**config.mk**
```make
export PLATFORM = sky130hd
export DESIGN_NAME = dbg_resp_sched
export DESIGN_NICKNAME = d
export VERILOG_FILES = /design/src/rtl/dbg_pkg.sv /design/src/rtl/dbg_hex_nibble.sv /design/src/rtl/dbg_resp_sched.sv
export SDC_FILE = /design/constraint.sdc
export NUM_CORES = 1
export LEC_CHECK = 0
export BUFFER_PORTS_ARGS = -buffer_cell sky130_fd_sc_hd__buf_2
export CAP_MARGIN = 0
export CORE_UTILIZATION = 40
export CTS_CLUSTER_SIZE = 10
export DETAILED_ROUTE_END_ITERATION = 10
export HOLD_SLACK_MARGIN = 0.15
export MAX_ROUTING_LAYER = met4
export REMOVE_ABC_BUFFERS = 1
export SYNTH_ARGS = -nofsm -noshare
export SYNTH_HDL_FRONTEND = slang
export SYNTH_SLANG_ARGS = --single-unit
```
**constraint.sdc**
```tcl
create_clock -name clk_i -period 8.7 [get_ports clk_i]
set_input_delay 1.305 -clock clk_i [delete_from_list [all_inputs] [get_ports clk_i]]
set_output_delay 1.305 -clock clk_i [all_outputs]
set_load 0.01 [all_outputs]
```
**src/rtl/dbg_pkg.sv**
```systemverilog
// Shared types and constants for the debug response scheduler.
//   src_e        : response source index (status, read, write, time)
//   state_e      : message emitter FSM states
//   PREFIX_TABLE : first message character per source
//   MSG_LEN      : bytes per message (prefix, 8 hex digits, CR, LF)
package dbg_pkg;

    localparam int unsigned NUM_SRC   = 4;
    localparam int unsigned SRC_W     = 2;
    localparam int unsigned PAYLOAD_W = 32;
    localparam int unsigned NIBBLES   = PAYLOAD_W / 4;
    localparam int unsigned MSG_LEN   = 11;
    localparam int unsigned IDX_W     = 4;
    localparam int unsigned BYTE_W    = 8;
    localparam int unsigned DROP_W    = 8;

    typedef enum logic [SRC_W-1:0] {
        SRC_STATUS = 2'd0,
        SRC_READ   = 2'd1,
        SRC_WRITE  = 2'd2,
        SRC_TIME   = 2'd3
    } src_e;

    typedef enum logic [2:0] {
        ST_IDLE   = 3'd0,
        ST_LOAD   = 3'd1,
        ST_STROBE = 3'd2,
        ST_HOLD   = 3'd3,
        ST_WAIT   = 3'd4,
        ST_GAP    = 3'd5
    } state_e;

    // Index by src_e: 'S', 'R', 'W', 'T'.
    localparam logic [NUM_SRC-1:0][BYTE_W-1:0] PREFIX_TABLE = {8'h54, 8'h57, 8'h52, 8'h53};

    localparam logic [BYTE_W-1:0] CHAR_CR = 8'h0D;
    localparam logic [BYTE_W-1:0] CHAR_LF = 8'h0A;

    function automatic logic [BYTE_W-1:0] prefix_char(input src_e src);
        return PREFIX_TABLE[src];
    endfunction

endpackage

```
**src/rtl/dbg_hex_nibble.sv**
```systemverilog
// Combinational 4-bit value to uppercase ASCII hex digit.
//   nibble_i : value 0..15
//   ascii_o  : '0'..'9' or 'A'..'F'
module dbg_hex_nibble (
    input  logic [3:0] nibble_i,
    output logic [7:0] ascii_o
);

    // 0x37 + 10 = 'A'
    always_comb begin
        if (nibble_i < 4'd10) begin
            ascii_o = 8'h30 + {4'h0, nibble_i};
        end else begin
            ascii_o = 8'h37 + {4'h0, nibble_i};
        end
    end

endmodule

```
**src/rtl/dbg_resp_sched.sv**
```systemverilog
// Debug response scheduler: collects per-source response requests, grants
// them round-robin and serialises each as an 11-byte ASCII message
// ("<prefix><8 hex digits>\r\n") into a byte-strobe UART transmitter.
//   clk_i, rst_ni  : clock, async active-low reset
//   req_i          : per-source request pulses [0]S [1]R [2]W [3]T
//   payload_i      : per-source 32-bit payload, latched with req_i
//   tx_stb_o       : one-cycle byte strobe to the transmitter
//   tx_data_o      : byte accompanying tx_stb_o, held until the next strobe
//   tx_busy_i      : transmitter busy
//   pending_o      : per-source pending flags
//   busy_o         : message in progress
//   drop_cnt_o     : saturating count of overwritten requests
module dbg_resp_sched
    import dbg_pkg::*;
#(
    parameter int unsigned CLK_HZ     = 100_000_000,
    parameter int unsigned GAP_CYCLES = 0
) (
    input  logic                                clk_i,
    input  logic                                rst_ni,
    input  logic [NUM_SRC-1:0]                  req_i,
    input  logic [NUM_SRC-1:0][PAYLOAD_W-1:0]   payload_i,
    output logic                                tx_stb_o,
    output logic [BYTE_W-1:0]                   tx_data_o,
    input  logic                                tx_busy_i,
    output logic [NUM_SRC-1:0]                  pending_o,
    output logic                                busy_o,
    output logic [DROP_W-1:0]                   drop_cnt_o
);

    localparam int unsigned DROPN_W = 3;
    localparam int unsigned GAP_W   = 32;

    state_e                             r_state;
    logic [NUM_SRC-1:0]                 r_pending;
    logic [NUM_SRC-1:0][PAYLOAD_W-1:0]  r_payload;
    logic [PAYLOAD_W-1:0]               r_msg;
    src_e                               r_src;
    src_e                               r_last;
    logic [IDX_W-1:0]                   r_idx;
    logic [GAP_W-1:0]                   r_gap_cnt;
    logic                               r_stb;
    logic [BYTE_W-1:0]                  r_data;
    logic                               r_busy;
    logic [DROP_W-1:0]                  r_drop;

    logic                               w_grant;
    logic                               w_found;
    logic [SRC_W-1:0]                   w_cand;
    src_e                               w_grant_src;
    logic [NUM_SRC-1:0]                 w_grant_mask;
    logic [NUM_SRC-1:0]                 w_drop_vec;
    logic [DROPN_W-1:0]                 w_drop_num;
    logic [DROP_W:0]                    w_drop_sum;
    logic [DROP_W-1:0]                  w_drop_next;
    logic [BYTE_W-1:0]                  w_hex;
    logic [BYTE_W-1:0]                  w_byte;
    logic                               w_is_digit;

    // Round-robin pick: first pending source after the last granted one.
    always_comb begin
        w_found     = 1'b0;
        w_cand      = '0;
        w_grant_src = r_last;
        for (int unsigned k = 1; k <= NUM_SRC; k++) begin
            w_cand = r_last + SRC_W'(k);
            if (!w_found && r_pending[w_cand]) begin
                w_found     = 1'b1;
                w_grant_src = src_e'(w_cand);
            end
        end
    end

    assign w_grant      = (r_state == ST_IDLE) && (|r_pending);
    assign w_grant_mask = w_grant ? (NUM_SRC'(1) << w_grant_src) : '0;

    // A request on the granted source in its grant cycle is a fresh request, not a drop.
    assign w_drop_vec = req_i & r_pending & ~w_grant_mask;

    always_comb begin
        w_drop_num = '0;
        for (int unsigned i = 0; i < NUM_SRC; i++) begin
            w_drop_num = w_drop_num + DROPN_W'(w_drop_vec[i]);
        end
        w_drop_sum  = (DROP_W+1)'(r_drop) + (DROP_W+1)'(w_drop_num);
        w_drop_next = (w_drop_sum > (DROP_W+1)'(255)) ? 8'hFF : w_drop_sum[DROP_W-1:0];
    end

    // Pending flags, payload capture and drop counter.
    always_ff @(posedge clk_i or negedge rst_ni) begin
        if (!rst_ni) begin
            r_pending <= '0;
            r_payload <= '0;
            r_drop    <= '0;
        end else begin
            r_pending <= (r_pending & ~w_grant_mask) | req_i;
            r_drop    <= w_drop_next;
            for (int unsigned i = 0; i < NUM_SRC; i++) begin
                if (req_i[i]) begin
                    r_payload[i] <= payload_i[i];
                end
            end
        end
    end

    dbg_hex_nibble u_hex (
        .nibble_i (r_msg[PAYLOAD_W-1 -: 4]),
        .ascii_o  (w_hex)
    );

    // Byte for the current index; digits come from the top nibble of the shifter.
    always_comb begin
        w_byte = w_hex;
        if (r_idx == '0) begin
            w_byte = prefix_char(r_src);
        end else if (r_idx == IDX_W'(MSG_LEN - 2)) begin
            w_byte = CHAR_CR;
        end else if (r_idx == IDX_W'(MSG_LEN - 1)) begin
            w_byte = CHAR_LF;
        end
    end

    assign w_is_digit = (r_idx != '0) && (r_idx <= IDX_W'(NIBBLES));

    // Message emitter FSM with registered strobe, data and busy.
    always_ff @(posedge clk_i or negedge rst_ni) begin
        if (!rst_ni) begin
            r_state   <= ST_IDLE;
            r_msg     <= '0;
            r_src     <= SRC_STATUS;
            r_last    <= SRC_TIME;
            r_idx     <= '0;
            r_gap_cnt <= '0;
            r_stb     <= 1'b0;
            r_data    <= '0;
            r_busy    <= 1'b0;
        end else begin
            r_stb <= 1'b0;
            case (r_state)
                ST_IDLE: begin
                    if (w_grant) begin
                        r_msg   <= r_payload[w_grant_src];
                        r_src   <= w_grant_src;
                        r_last  <= w_grant_src;
                        r_idx   <= '0;
                        r_busy  <= 1'b1;
                        r_state <= ST_LOAD;
                    end
                end
                ST_LOAD: begin
                    if (!tx_busy_i) begin
                        r_stb  <= 1'b1;
                        r_data <= w_byte;
                        if (w_is_digit) begin
                            r_msg <= r_msg << 4;
                        end
                        r_state <= ST_STROBE;
                    end
                end
                ST_STROBE: begin
                    r_state <= ST_HOLD;
                end
                // Gives the transmitter a cycle to raise busy before it is sampled.
                ST_HOLD: begin
                    r_state <= ST_WAIT;
                end
                ST_WAIT: begin
                    if (!tx_busy_i) begin
                        if (r_idx == IDX_W'(MSG_LEN - 1)) begin
                            r_idx <= '0;
                            if (GAP_CYCLES == 0) begin
                                r_busy  <= 1'b0;
                                r_state <= ST_IDLE;
                            end else begin
                                r_gap_cnt <= GAP_W'(GAP_CYCLES - 1);
                                r_state   <= ST_GAP;
                            end
                        end else begin
                            r_idx   <= r_idx + IDX_W'(1);
                            r_state <= ST_LOAD;
                        end
                    end
                end
                ST_GAP: begin
                    if (r_gap_cnt == '0) begin
                        r_busy  <= 1'b0;
                        r_state <= ST_IDLE;
                    end else begin
                        r_gap_cnt <= r_gap_cnt - GAP_W'(1);
                    end
                end
                default: begin
                    r_busy  <= 1'b0;
                    r_state <= ST_IDLE;
                end
            endcase
        end
    end

    assign tx_stb_o   = r_stb;
    assign tx_data_o  = r_data;
    assign pending_o  = r_pending;
    assign busy_o     = r_busy;
    assign drop_cnt_o = r_drop;

    // Strobes are always isolated single-cycle pulses.
    a_stb_single: assert property (@(posedge clk_i) disable iff (!rst_ni) tx_stb_o |=> !tx_stb_o);
    a_clk_hz:     assert property (@(posedge clk_i) CLK_HZ != 0);

endmodule

```
After elaboration in Yosys (flattened, before gate mapping)

Cells that the tools add are included.

Output and inout bits: 22
Bits of input ports: 135
Register bits: 225
Logic and storage cells: 126

Reduce and logical (&&, ||, !) cells: 23
Bitwise gates (word level): 8
Muxes and demuxes: 46
Add/sub/neg operators: 11
Shifts and indexed selects: 1
Eq/ne operators: 13
$lt $le $gt $ge: 9

Operators by type and width:

| kind                                                                             | count |
|---|---|
| 32-bit 2-to-1 mux                                                                | 4 |
| 32-bit binary-select mux with 2-bit select                                       | 1 |
| 32-bit one-hot mux with 2 select lines                                           | 1 |
| 8-bit 2-to-1 mux                                                                 | 6 |
| 32-bit logical NOT                                                               | 1 |
| 32-bit by 1-bit subtractor with 32-bit output (second input constant)            | 1 |
| 2-bit by 3-bit < comparator with 1-bit output (second input constant)            | 6 |
| 3-bit one-hot mux with 6 select lines                                            | 1 |
| 8-bit binary-select mux with 2-bit select                                        | 1 |
| 4-bit 2-to-1 mux                                                                 | 4 |
| 6-bit by 4-bit adder with 7-bit output (first input constant)                    | 2 |
| 1-bit 2-to-1 mux                                                                 | 14 |
| 4-bit AND                                                                        | 3 |
| 3-bit 2-to-1 mux                                                                 | 4 |
| 2-bit != test (second input constant)                                            | 6 |
| 8-bit by 3-bit adder with 9-bit output                                           | 1 |
| 9-bit by 8-bit greater-than comparator with 1-bit output (second input constant) | 1 |
| 1-bit binary-select mux with 2-bit select                                        | 4 |
| 4-bit == test (second input constant)                                            | 2 |
| 2-bit 2-to-1 mux                                                                 | 4 |
| 4-bit one-hot mux with 2 select lines                                            | 1 |
| 4-bit AND reduction                                                              | 2 |
| 3-bit by 2-bit == test with 1-bit output (second input constant)                 | 2 |
| 3-bit == test (second input constant)                                            | 2 |
| other kinds (25)                                                                 | 37 |

Longest topological paths before layout

Gate-level depths: netlist of run 1.

Depth in word-level cells: 23
Depth in mapped cells: 14
Gate-level depth less buffers: 12

Cells and area by module

A second synthesis of run 1 with hierarchy kept.

Cell total of the unflattened synthesis: 978
Area, all modules: 11000.6 µm²

By module, submodules not included:

| module         | cells each | sequential area each (µm²) | area each (µm²) | times used |
|---|---|---|---|---|
| dbg_resp_sched | 962        | 5632.9                     | 10895.4         | 1 |
| dbg_hex_nibble | 16         | 0.0                        | 105.1           | 1 |

Worst setup path before layout of run 1

OpenSTA, ideal clock, no wires.

Path kind: in2reg
Start: input req_i[0]
End: register r_drop[3] (netlist: drop_cnt_o[3])
Data arrival time: 3.617 ns
Path slack: 4.949 ns
Data required time: 8.566 ns
Setup time: 0.134 ns
Path buffers: 2
Stages on the path: 10
Cell sequence: clkbuf_1 -> clkbuf_1 -> nand3_1 -> fa_1 -> fa_1 -> inv_1 -> fa_1 -> and2_1 -> nand3_1 -> o21ai_0

Cells in the longest elaborated chain, start to end: 8

Ends and longest elaborated chain:

| element                                                  | line                 | source |
|---|---|---|
| start: declaration                                       | dbg_resp_sched.sv:21 | `input logic [NUM_SRC-1:0] req_i,` |
| 4-bit AND (*) (2 in series)                              | dbg_resp_sched.sv:78 | `assign w_drop_vec = req_i & r_pending & ~w_grant_mask;` |
| 1-bit by 1-bit adder with 2-bit output (*)               | dbg_resp_sched.sv:83 | `w_drop_num = w_drop_num + DROPN_W'(w_drop_vec[i]);` |
| 2-bit by 1-bit adder with 3-bit output (*)               | dbg_resp_sched.sv:83 |  |
| 3-bit by 1-bit adder with 3-bit output (*)               | dbg_resp_sched.sv:83 |  |
| 8-bit by 3-bit adder with 9-bit output (*)               | dbg_resp_sched.sv:85 | `w_drop_sum = (DROP_W+1)'(r_drop) + (DROP_W+1)'(w_drop_num);` |
| 9-bit by 8-bit greater-than comparator with 1-bit output | dbg_resp_sched.sv:86 | `w_drop_next = (w_drop_sum > (DROP_W+1)'(255)) ? 8'hFF : w_drop_sum[DROP_W-1:0];` |
| 8-bit 2-to-1 mux (*)                                     | dbg_resp_sched.sv:86 |  |
| named net w_drop_next[3]                                 | dbg_resp_sched.sv:55 | `logic [DROP_W-1:0] w_drop_next;` |
| end signal: assignment                                   | dbg_resp_sched.sv:97 | `r_drop <= w_drop_next;` |
| end: declaration                                         | dbg_resp_sched.sv:45 | `logic [DROP_W-1:0] r_drop;` |

The timed path passes the listed nets; every way through them passes the cells marked *.
A chain may end at the register's enable or synchronous reset.

Worst setup path in the final report of run 1

Start: register r_pending[1] (netlist: pending_o[1])
End: register r_drop[3] (netlist: drop_cnt_o[3])

Cells in the longest elaborated chain, start to end: 22
Elaborated cells on any way between the ends: 34
Classes of those cells: add/sub: 4; order compare: 1; shift: 1; mux: 17; bitwise: 3; reduce/logical: 8

Ends and longest elaborated chain:

| element                                                  | line                 | source |
|---|---|---|
| start: declaration                                       | dbg_resp_sched.sv:35 | `logic [NUM_SRC-1:0] r_pending;` |
| start signal: assignment                                 | dbg_resp_sched.sv:96 | `r_pending <= (r_pending & ~w_grant_mask) \| req_i;` |
| 1-bit binary-select mux with 2-bit select                | dbg_resp_sched.sv:67 | `if (!w_found && r_pending[w_cand]) begin` |
| 1-bit 2-to-1 mux (implied by the code)                   | dbg_resp_sched.sv:67 |  |
| 1-bit 2-to-1 mux                                         | dbg_resp_sched.sv:67 |  |
| 1-bit logical NOT                                        | dbg_resp_sched.sv:67 |  |
| 1-bit logical AND                                        | dbg_resp_sched.sv:67 |  |
| 1-bit 2-to-1 mux                                         | dbg_resp_sched.sv:67 |  |
| 1-bit logical NOT                                        | dbg_resp_sched.sv:67 |  |
| 1-bit logical AND                                        | dbg_resp_sched.sv:67 |  |
| (+7 left out)                                            | --                   |  |
| 4-bit AND (*)                                            | dbg_resp_sched.sv:78 |  |
| 1-bit by 1-bit adder with 2-bit output                   | dbg_resp_sched.sv:83 |  |
| 2-bit by 1-bit adder with 3-bit output                   | dbg_resp_sched.sv:83 |  |
| 3-bit by 1-bit adder with 3-bit output (*)               | dbg_resp_sched.sv:83 |  |
| 8-bit by 3-bit adder with 9-bit output (*)               | dbg_resp_sched.sv:85 |  |
| 9-bit by 8-bit greater-than comparator with 1-bit output | dbg_resp_sched.sv:86 |  |
| 8-bit 2-to-1 mux (*)                                     | dbg_resp_sched.sv:86 |  |
| named net w_drop_next[3]                                 | dbg_resp_sched.sv:55 |  |

The timed path passes the listed nets; every way through them passes the cells marked *. The select of a mux whose other input is x is not followed.

==> summary.md, run 1 <==
| Metric | Value |
|---|---|
| Worst skew pair latency | `540 ps` |
| CP Data Required Time | `9160 ps` |
| Static leakage | `5.70 nW` |
| Root buffer cell | `clkbuf_16` |
| FILL cells | `2294` |
| WHS Endpoint | `r_gap_cnt[16]$_DFFE_PN0P_` |
| Iteration-0 DRC Markers | `625` |
| Final Instance Count excl. Fillers | `1367` |
| PnR worst setup slack | `4620 ps` |
| Setup tns final | `0 ps` |
| Starting Density | `40.7%` |
| CP Class | `register to register` |
| DR WL/cell | `18.1 um` |
| Hold Crit Depth | `1` |
| Sink Count | `224` |
| Hold path startpoint | `r_gap_cnt[16]$_DFFE_PN0P_` |
| Core Area | `25200 sq um` |
| H-tree lvl count | `1` |
| Global-route wire length before repair | `40000 um` |
| Drt drc | `0` |
| DPL Wire Length | `15900 um` |
| Mapped Area | `10300 sq um` |
| Total Routing Usage GR | `19.9%` |
| Min-Delay Path Class | `register to register` |
| Tightest Pin Transition | `1030 ps` |
| Area of the die | `26300 sq um` |
| Vias | `7383` |
| Grt ovf | `0` |
| Register area share after synthesis | `54.7%` |
| Clock Skews | `8.07 ps` |
| Max FO, Critical Path | `62` |
| Synth cell types | `57` |
| Num rows | `58` |
| RSZ-0062 raised after global routing | `no` |
| # placed instances | `1325` |
| Hold Buf Count CTS | `0` |
| Overall die width | `162 um` |
| Drt first pass iters | `5` |
| Design Area, Final | `12100 sq um` |
| Chip Height | `162 um` |
| RR Startpoint | `pending_o[1]$_DFF_PN0_` |
| Critical path startpoint category | `register` |
| WHS | `462 ps` |
| Total CTS buffers | `27` |
| Worst slack, placed | `4610 ps` |
| Detailed Route WL | `24700 um` |
| I/O Buffers | `155` |
| Asr flop ratio synth | `100%` |
| Fmax achieved | `0.245 GHz` |
| Final core occ | `48.2%` |
| Critical path arrival | `4550 ps` |
| Cts repair resizes | `0` |
| Max-slew headroom | `31.0%` |
| R2R Setup Slk | `4620 ps` |
| Setup crit end kind | `register` |
| P per Cell Area | `325 nW/um^2` |
| Vias per inst | `5.40` |
| Worst-path clk slew | `60 ps` |
| Status | `complete, no violations` |
| Synth warn | `0` |
| Ports | `157` |
| GPL Wtd Cong | `0.812` |
| EDFF count, synth | `0` |
| Worst R2R End | `drop_cnt_o[3]$_DFF_PN0_` |
| CTS tree | `built` |
| Vias in the first global route | `7417` |
| Layout Nets | `1165` |
| Final ANT Viol Nets | `0` |
| Max Transition Viols Final | `0` |
| Post-DP Area | `11300 sq um` |
| P&R area growth vs syn | `18.3%` |
| R2R cell count | `13` |
| Max clock buf depth | `3` |
| #FFs+latches synth | `224` |
| Initial antenna violation count | `2` |
| Pwr Total | `3.94 mW` |
| # setup viols final | `0` |
| VDD IR-drop max | `0.373 mV` |
| Mean post-synth cell area | `11.5 sq um` |
| Max Cap Viol | `0` |
| Cells after Synth | `891` |
| Largest net degree at the start of global routing | `116` |
| Share of cells above drive strength 1 | `32.9%` |
| Minimum clock period | `4080 ps` |
| Tcrit/Tclk final | `46.9%` |
| Final hold vios | `0` |
| Ys flop type | `dfrtp_1` |
| Postcts setup bufs | `0` |
-- routing by layer --
layer	track usage [%]	wire length, um	part of all wire [%]	vias up
met5	-	0	0	-
met1	27.8	12000	48	3686
met2	30.2	11100	45	178
met3	3.58	1220	4.9	40
li1	-	-	-	3479
met4	4.46	440	1.8	0
-- flip-flops by register name, indices dropped and copies added, names as in the netlist --
| register | flops |
|---|---|
| busy_o | 1 |
| drop_cnt_o | 8 |
| pending_o | 4 |
| r_gap_cnt | 32 |
| r_idx | 4 |
| r_last | 2 |
| r_msg | 32 |
| r_payload | 128 |
| r_src | 2 |
| r_state | 3 |
| tx_data_o | 7 |
| tx_stb_o | 1 |
-- worst max-delay path by stage --
stage                           startpoint                       to  slack, ps  cells past startpoint
floorplan           r_state[0]$_DFFE_PN0P_  drop_cnt_o[3]$_DFF_PN0_       4330                     10
global placement    pending_o[1]$_DFF_PN0_  drop_cnt_o[3]$_DFF_PN0_       4720                     13
detailed placement  pending_o[1]$_DFF_PN0_  drop_cnt_o[3]$_DFF_PN0_       4610                     13
CTS                 pending_o[1]$_DFF_PN0_  drop_cnt_o[3]$_DFF_PN0_       4600                     13
global route        pending_o[1]$_DFF_PN0_  drop_cnt_o[3]$_DFF_PN0_       4270                     13
finish              pending_o[1]$_DFF_PN0_  drop_cnt_o[3]$_DFF_PN0_       4620                     13
-- kinds of logic after synthesis --
| family | Yosys count | synth area share, % |
|---|---|---|
| AND/OR/NAND/NOR | 260 | 12.6 |
| flip-flops | 224 | 54.7 |
| AO/OA/AOI/OAI | 157 | 11.2 |
| multiplexers | 139 | 15.1 |
| buffers and inverters | 74 | 2.84 |
| XOR/XNOR | 30 | 2.56 |
| adder cells (fa/ha/maj) | 6 | 0.952 |
| other | 1 | 0.0366 |
-- cells in the mapped netlist, types with 2 or more instances --
cell        n  area, sq um
a21o_1      4         30.0
a21oi_1    40          200
a221o_1    28          280
a32oi_1    28          245
a41oi_1     2         17.5
and2_1      3         18.8
and3_1     31          194
and3b_1     2         17.5
buf_1       7         26.3
buf_2       2         10.0
clkbuf_1   49          184
dfrtp_1   222         5560
dfstp_2     2         52.6
fa_1        3         60.1
ha_1        3         37.5
inv_1      14         52.6
mux2_2    129         1450
mux2i_1    10          100
nand2_1   119          447
nand2b_1   13         81.3
nand3_1    10         50.1
nand4_1     5         31.3
nor2_1     26         97.6
nor2b_1     4         25.0
nor3_1     17         85.1
nor3b_1     3         22.5
nor4_1      4         25.0
nor4_2      2         25.0
o211ai_1    4         30.0
o21a_1      5         37.5
o21ai_0    28          140
o221ai_1    6         52.6
o31ai_1     3         22.5
or3_1       4         25.0
or4_1       8         60.1
or4b_4      2         27.5
xnor2_1     8         70.1
xor2_1     22          193
-- final cells by class --
cell class,count,area (sq um),area share [%]
well taps,330,413,3.40
diodes,2,5.00,0.0413
inverters,14,52.6,0.433
clock buffers,38,757,6.24
flip-flops and latches,224,5610,46.2
clock inverters,2,50.0,0.413
multi-input cells,593,4380,36.1
repair buffers,164,866,7.14
-- worst max-delay path, stage by stage (launching register included) --
cell      delay (ps)
dfrtp_1          440
and2_0           150
o21ai_0          350
and3_2           250
buf_4            510
nand2_1          240
o211ai_1         270
fa_1             480
fa_1             430
inv_1             90
fa_1             260
and2_1           190
nand3_1          200
o21ai_0          140
-- cells in the final DEF, fill, tap and decap left out, types with 3 or more instances in the layout --
cell type  synthesis  final
and2_1             3      3
o211ai_1           4      4
mux2_2           129    129
nor4_1             4      4
nand2b_1          13     13
and3_1            31     30
a21oi_1           40     40
clkbuf_16          0     27
ha_1               3      3
o21a_1             5      5
o21ai_0           28     28
buf_4              1      8
or4_1              8      8
clkbuf_8           0      4
fa_1               3      3
o221ai_1           6      6
clkbuf_1          49      7
nor2b_1            4      4
xnor2_1            8      8
nand3_1           10      9
nor3b_1            3      3
inv_1             14     14
or3_1              4      4
nor2_1            26     26
a221o_1           28     28
a32oi_1           28     28
dfrtp_1          222    222
buf_2              2    154
a21o_1             4      4
nand4_1            5      5
mux2i_1           10     10
o31ai_1            3      3
nand2_1          119    119
xor2_1            22     22
nor3_1            17     17
-- power breakdown --
group	switching [mW]	internal (mW)	total (mW)
registers	0.174	1.26	1.43
logic	0.868	0.593	1.46
clock network	0.421	0.626	1.05
Power figures use the tool's default switching activity.
==> run 2: changes to the inputs <==
==> constraint.sdc (replaced) <==
create_clock -name clk_i -period 3.28 [get_ports clk_i]
set_input_delay 0.492 -clock clk_i [delete_from_list [all_inputs] [get_ports clk_i]]
set_output_delay 0.492 -clock clk_i [all_outputs]
set_load 0.01 [all_outputs]
==> summary.md, run 2 (synthesis results as in run 1) <==
| Metric | Value |
|---|---|
| Vias in the first global route | `7538` |
| Static leakage | `5.77 nW` |
| DR WL/cell | `18.3 um` |
| Most common cell after layout, fill and taps aside | `dfrtp_1` |
| NetSw | `3.93 mW` |
| Max Transition Viols Final | `0` |
| Final core occ | `48.8%` |
| Critical path startpoint category | `register` |
| Global-route wire length before repair | `41500 um` |
| Max Cap Viol | `0` |
| Layout Nets | `1182` |
| Worst path max stage delay | `600 ps` |
| Final hold vios | `0` |
| Int Pwr | `6.64 mW` |
| Iteration-0 DRC Markers | `429` |
| DPL Wire Length | `16800 um` |
| CP Class | `register to register` |
| Max clock buf depth | `3` |
| Critical path's slowest cell | `fa_1` |
| Tightest Pin Transition | `913 ps` |
| Status | `complete, no violations` |
| Grt peak-use layer | `met2` |
| Comb pwr share | `38.7%` |
| Core Area | `25200 sq um` |
| Max-slew headroom | `39.1%` |
| Worst path bufs/invs | `1` |
| Met2 Resource Use GR | `31.5%` |
| Max FO, Critical Path | `7` |
| H-tree lvl count | `1` |
| Worst skew pair latency | `540 ps` |
| Min-Delay Path Class | `primary input to register` |
| Minimum clock period | `3110 ps` |
| Chip Height | `162 um` |
| Drt first pass iters | `5` |
| FILL cells | `2350` |
| Fmax achieved | `0.321 GHz` |
| Leading cell types in the layout, fill and taps excluded | `dfrtp_1, buf_2, mux2_2` |
| Largest Register | `r_payload` |
| Total Routing Usage GR | `20.7%` |
| P&R area growth vs syn | `19.9%` |
| Clock Skews | `15.3 ps` |
| Largest net degree at the start of global routing | `98` |
| Critical path arrival | `3580 ps` |
| M3 GR Usage | `4.06%` |
| Ports | `157` |
| Reg power frac | `35.5%` |
| Crit-path cells | `nand2_1 > and3b_1 > a211o_2 > nand3_2 > nand3_1 > fa_1 > fa_2 > inv_2 > fa_2 > and2_4 > nor2b_1 > a21oi_1` |
| Sink Count | `224` |
| Num rows | `58` |
| Final ANT Viol Nets | `0` |
| Switching Fraction | `37.2%` |
| Worst slack, placed | `38.0 ps` |
| Cell family with most CP delay | `adder cells` |
| Drt drc | `0` |
| Total CTS buffers | `27` |
| Met1 global-route usage | `28.0%` |
| Vias per inst | `5.36` |
| VDD IR-drop max | `0.546 mV` |
| Starting Density | `40.7%` |
| Tcrit/Tclk final | `94.9%` |
| P per Cell Area | `860 nW/um^2` |
| Worst-path clk slew | `60 ps` |
| Initial antenna violation count | `6` |
| Grt ovf | `0` |
| Cell mode on critical path | `fa_2` |
| GPL Wtd Cong | `0.808` |
| Area of the die | `26300 sq um` |
| Overall die width | `162 um` |
| Regs by FF count | `r_payload (128), r_gap_cnt (32), r_msg (32)` |
| CP Data Required Time | `3740 ps` |
| Detailed Route WL | `25400 um` |
| PnR worst setup slack | `166 ps` |
| Root buffer cell | `clkbuf_16` |
| Clk pwr share | `25.8%` |
| Design Area, Final | `12300 sq um` |
| Vias | `7457` |
| CTS tree | `built` |
| Setup crit end kind | `register` |
| I/O Buffers | `155` |
| Number of flip-flops in the largest register | `128` |
| Post-DP Area | `11400 sq um` |
| Share of cells above drive strength 1 | `34.1%` |
| # setup viols final | `0` |
run 2: layer usage:
layer	share of wire, %	routed length [um]
met1	47	11900
met2	45	11500
met3	5.2	1330
met4	2.6	668
met5	0	0
run 2: power groups by stage:
stage | combinational, mW | clock [mW] | sequential (mW)
finish | 4.09 | 2.73 | 3.75
floorplan | 2.69 | 0 | 3.73
CTS | 4.13 | 2.80 | 3.75
detailed placement | 4.11 | 0 | 3.78
global route | 4.60 | 2.93 | 3.83
global placement | 4.06 | 0 | 3.77
run 2: worst paths after layout:
kind,from,to,slack (ps),cells after the start
hold reg to reg,r_gap_cnt[23]$_DFFE_PN0P_,r_gap_cnt[23]$_DFFE_PN0P_,460,1
hold / removal,payload_i[51],r_payload[51]$_DFFE_PN0P_,170,2
setup / recovery,r_last[1]$_DFFE_PN1P_,drop_cnt_o[6]$_DFF_PN0_,170,12
max in group asynchronous,rst_ni,r_last[0]$_DFFE_PN1P_,1800,3
min in group asynchronous,rst_ni,tx_data_o[2]$_DFFE_PN0P_,540,2
setup reg to reg,r_last[1]$_DFFE_PN1P_,drop_cnt_o[6]$_DFF_PN0_,170,12
run 2: layout make-up:
type                            count  area (sq um)  share of cell area [%]
Timing Repair Buffer              181          1010                    8.21
Antenna cell                        6          15.0                   0.122
Multi-Input combinational cell    593          4400                    35.8
Clock inverter                      2          50.0                   0.407
Clock buffer                       41           738                    6.01
Tap cell                          330           413                    3.36
Sequential cell                   224          5610                    45.6
Inverter                           14          52.6                   0.428
run 2: repair_timing:
item	in CTS	in global routing
resized for setup	0	9
hold buffers	1	0
endpoints found under the setup margin	0	7
buffers inserted	0	0
hold endpoints to repair	92	0
run 2: per-stage QoR:
step / hold slack [ps] / TNS [ps] / cells / power (mW)
after floorplan: 196 / -8370 / 831 / 6.43
after global placement: 451 / 0 / 1341 / 7.83
after detailed placement: 451 / 0 / 1341 / 7.90
after CTS: 159 / 0 / 1385 / 10.7
after global routing: 161 / -1.27 / 1391 / 11.4
final: 175 / 0 / 1391 / 10.6
==> run 3: changes to the inputs <==
==> constraint.sdc (replaced) <==
create_clock -name clk_i -period 3.49 [get_ports clk_i]
set_input_delay 0.5235 -clock clk_i [delete_from_list [all_inputs] [get_ports clk_i]]
set_output_delay 0.5235 -clock clk_i [all_outputs]
set_load 0.01 [all_outputs]
==> summary.md, run 3 (synthesis results as in run 1) <==
| Metric | Value |
|---|---|
| FILL cells | `2335` |
| Critical path startpoint category | `register` |
| Num rows | `58` |
| Number of flip-flops in the largest register | `128` |
| Vias per inst | `5.38` |
| Max clock buf depth | `3` |
| Worst path max stage delay | `520 ps` |
| Ports | `157` |
| Multi-input gate area | `4380 sq um` |
| DRT met1 WL | `11900 um` |
| R2R cell count | `11` |
| DR WL/cell | `18.5 um` |
| Max FO, Critical Path | `7` |
| Highest metal used | `met4` |
| WHS | `205 ps` |
| H-tree lvl count | `1` |
| Share of cells above drive strength 1 | `33.8%` |
| Worst path bufs/invs | `1` |
| Hold Crit Depth | `2` |
| Postcts setup bufs | `0` |
| Cell mode on critical path | `fa_1` |
| Max Transition Viols Final | `0` |
| RSZ-0062 raised after global routing | `no` |
| Total Routing Usage GR | `20.6%` |
| WL met3 | `1280 um` |
| Overall die width | `162 um` |
| Final hold vios | `0` |
| Cell family with most CP delay | `simple AND/OR/NAND/NOR gates` |
| CP Data Required Time | `3950 ps` |
| RR Startpoint | `pending_o[2]$_DFF_PN0_` |
| Critical path's slowest cell | `or3b_2` |
| Global-route wire length before repair | `41300 um` |
| GPL Wtd Cong | `0.828` |
| Static leakage | `5.75 nW` |
| Clock Skews | `18.3 ps` |
| Final ANT Viol Nets | `0` |
| Final core occ | `48.5%` |
| Iteration-0 DRC Markers | `537` |
| P per Cell Area | `805 nW/um^2` |
| Critical path arrival | `3730 ps` |
| Most common cell after layout, fill and taps aside | `dfrtp_1` |
| Hold path startpoint | `payload_i[35]` |
| CTS tree | `built` |
| Drt drc | `0` |
| Worst R2R End | `drop_cnt_o[3]$_DFF_PN0_` |
| Root buffer cell | `clkbuf_16` |
| Worst Setup SP | `pending_o[2]$_DFF_PN0_` |
| Total CTS buffers | `27` |
| Minimum clock period | `3270 ps` |
| WHS Endpoint | `r_payload[35]$_DFFE_PN0P_` |
| Fmax achieved | `0.306 GHz` |
| Chip Height | `162 um` |
| Leading cell types in the layout, fill and taps excluded | `dfrtp_1, buf_2, mux2_2` |
| I/O Buffers | `155` |
| Vias | `7411` |
| Setup crit end kind | `register` |
| Largest net degree at the start of global routing | `93` |
| Setup tns final | `0 ps` |
| Max-slew headroom | `37.2%` |
| Regs by FF count | `r_payload (128), r_gap_cnt (32), r_msg (32)` |
| Tightest Pin Transition | `942 ps` |
| Status | `complete, no violations` |
| Area of the die | `26300 sq um` |
| Tcrit/Tclk final | `93.6%` |
| R2R Setup Slk | `220 ps` |
| Sink Count | `224` |
| Core Area | `25200 sq um` |
| # setup viols final | `0` |
| Worst-path clk slew | `60 ps` |
| CP Class | `register to register` |
| Crit-path cells | `or3b_2 > and3_2 > nand2_1 > o211ai_1 > fa_1 > fa_1 > inv_1 > fa_1 > and2_1 > nand3_2 > o21ai_0` |
| Pwr Total | `9.84 mW` |
| DPL Wire Length | `16700 um` |
| Min-Delay Path Class | `primary input to register` |
| FF+latch area | `5610 sq um` |
| Grt ovf | `0` |
| Worst skew pair latency | `540 ps` |
| VDD IR-drop max | `0.531 mV` |
| Vias in the first global route | `7547` |
| Starting Density | `40.7%` |
| Layout Nets | `1176` |
| Drt first pass iters | `5` |
| P&R area growth vs syn | `19.1%` |
| Initial antenna violation count | `5` |
| DR WL met2 | `11600 um` |
| Max Cap Viol | `0` |
| Largest Register | `r_payload` |
| Detailed Route WL | `25500 um` |
run 3: area by class of cell:
cell class / count / share of cell area [%]
antenna: 5 / 0.102
clock buffer: 33 / 5.96
clock inverter: 3 / 0.451
multi-input combinational: 593 / 35.9
sequential: 224 / 45.9
timing repair buffer: 175 / 7.89
tap: 330 / 3.38
inverter: 14 / 0.430
run 3: worst max-delay path by stage:
stage,endpoint,slack (ps),depth (start not counted)
detailed placement,drop_cnt_o[3]$_DFF_PN0_,160,11
finish,drop_cnt_o[3]$_DFF_PN0_,220,11
global placement,drop_cnt_o[3]$_DFF_PN0_,210,11
floorplan,drop_cnt_o[3]$_DFF_PN0_,-880,10
CTS,drop_cnt_o[3]$_DFF_PN0_,120,11
global route,drop_cnt_o[6]$_DFF_PN0_,10,12
run 3: report_power, final:
group          switching (mW)  total [mW]  internal, mW
Clock                    1.03        2.55          1.52
Combinational            2.21        3.74          1.53
Sequential              0.413        3.55          3.13
run 3: worst register-to-register path: cells and delay by family (launching register included):
| kind | cells | cell delay [ps] |
|---|---|---|
| AND/OR/NAND/NOR | 5 | 1270 |
| flip-flops | 1 | 440 |
| buffers and inverters | 1 | 90 |
| AO/OA/AOI/OAI | 2 | 240 |
| adder cells (fa/ha/maj) | 3 | 1160 |
run 3: per-stage QoR:
step                setup WS [ps]  instances  instance area [sq um]
finish                        224       1377                  12200
global route                 9.50       1376                  12200
CTS                           119       1372                  12200
detailed placement            164       1335                  11400
global placement              207       1335                  11400
floorplan                    -876        831                  10000
run 3: per-layer routing:
| metal | up-vias | global-route usage (%) |
|---|---|---|
| met2 | 179 | 31.4 |
| li1 | 3502 | - |
| met1 | 3687 | 28.3 |
| met3 | 43 | 3.60 |
| met4 | 0 | 5.75 |
| met5 | - | - |
run 3: timing repair:
item	in CTS	in global routing
setup endpoints to repair	0	7
gates resized for setup	0	3
hold endpoints to repair	86	0
hold buffers	1	0
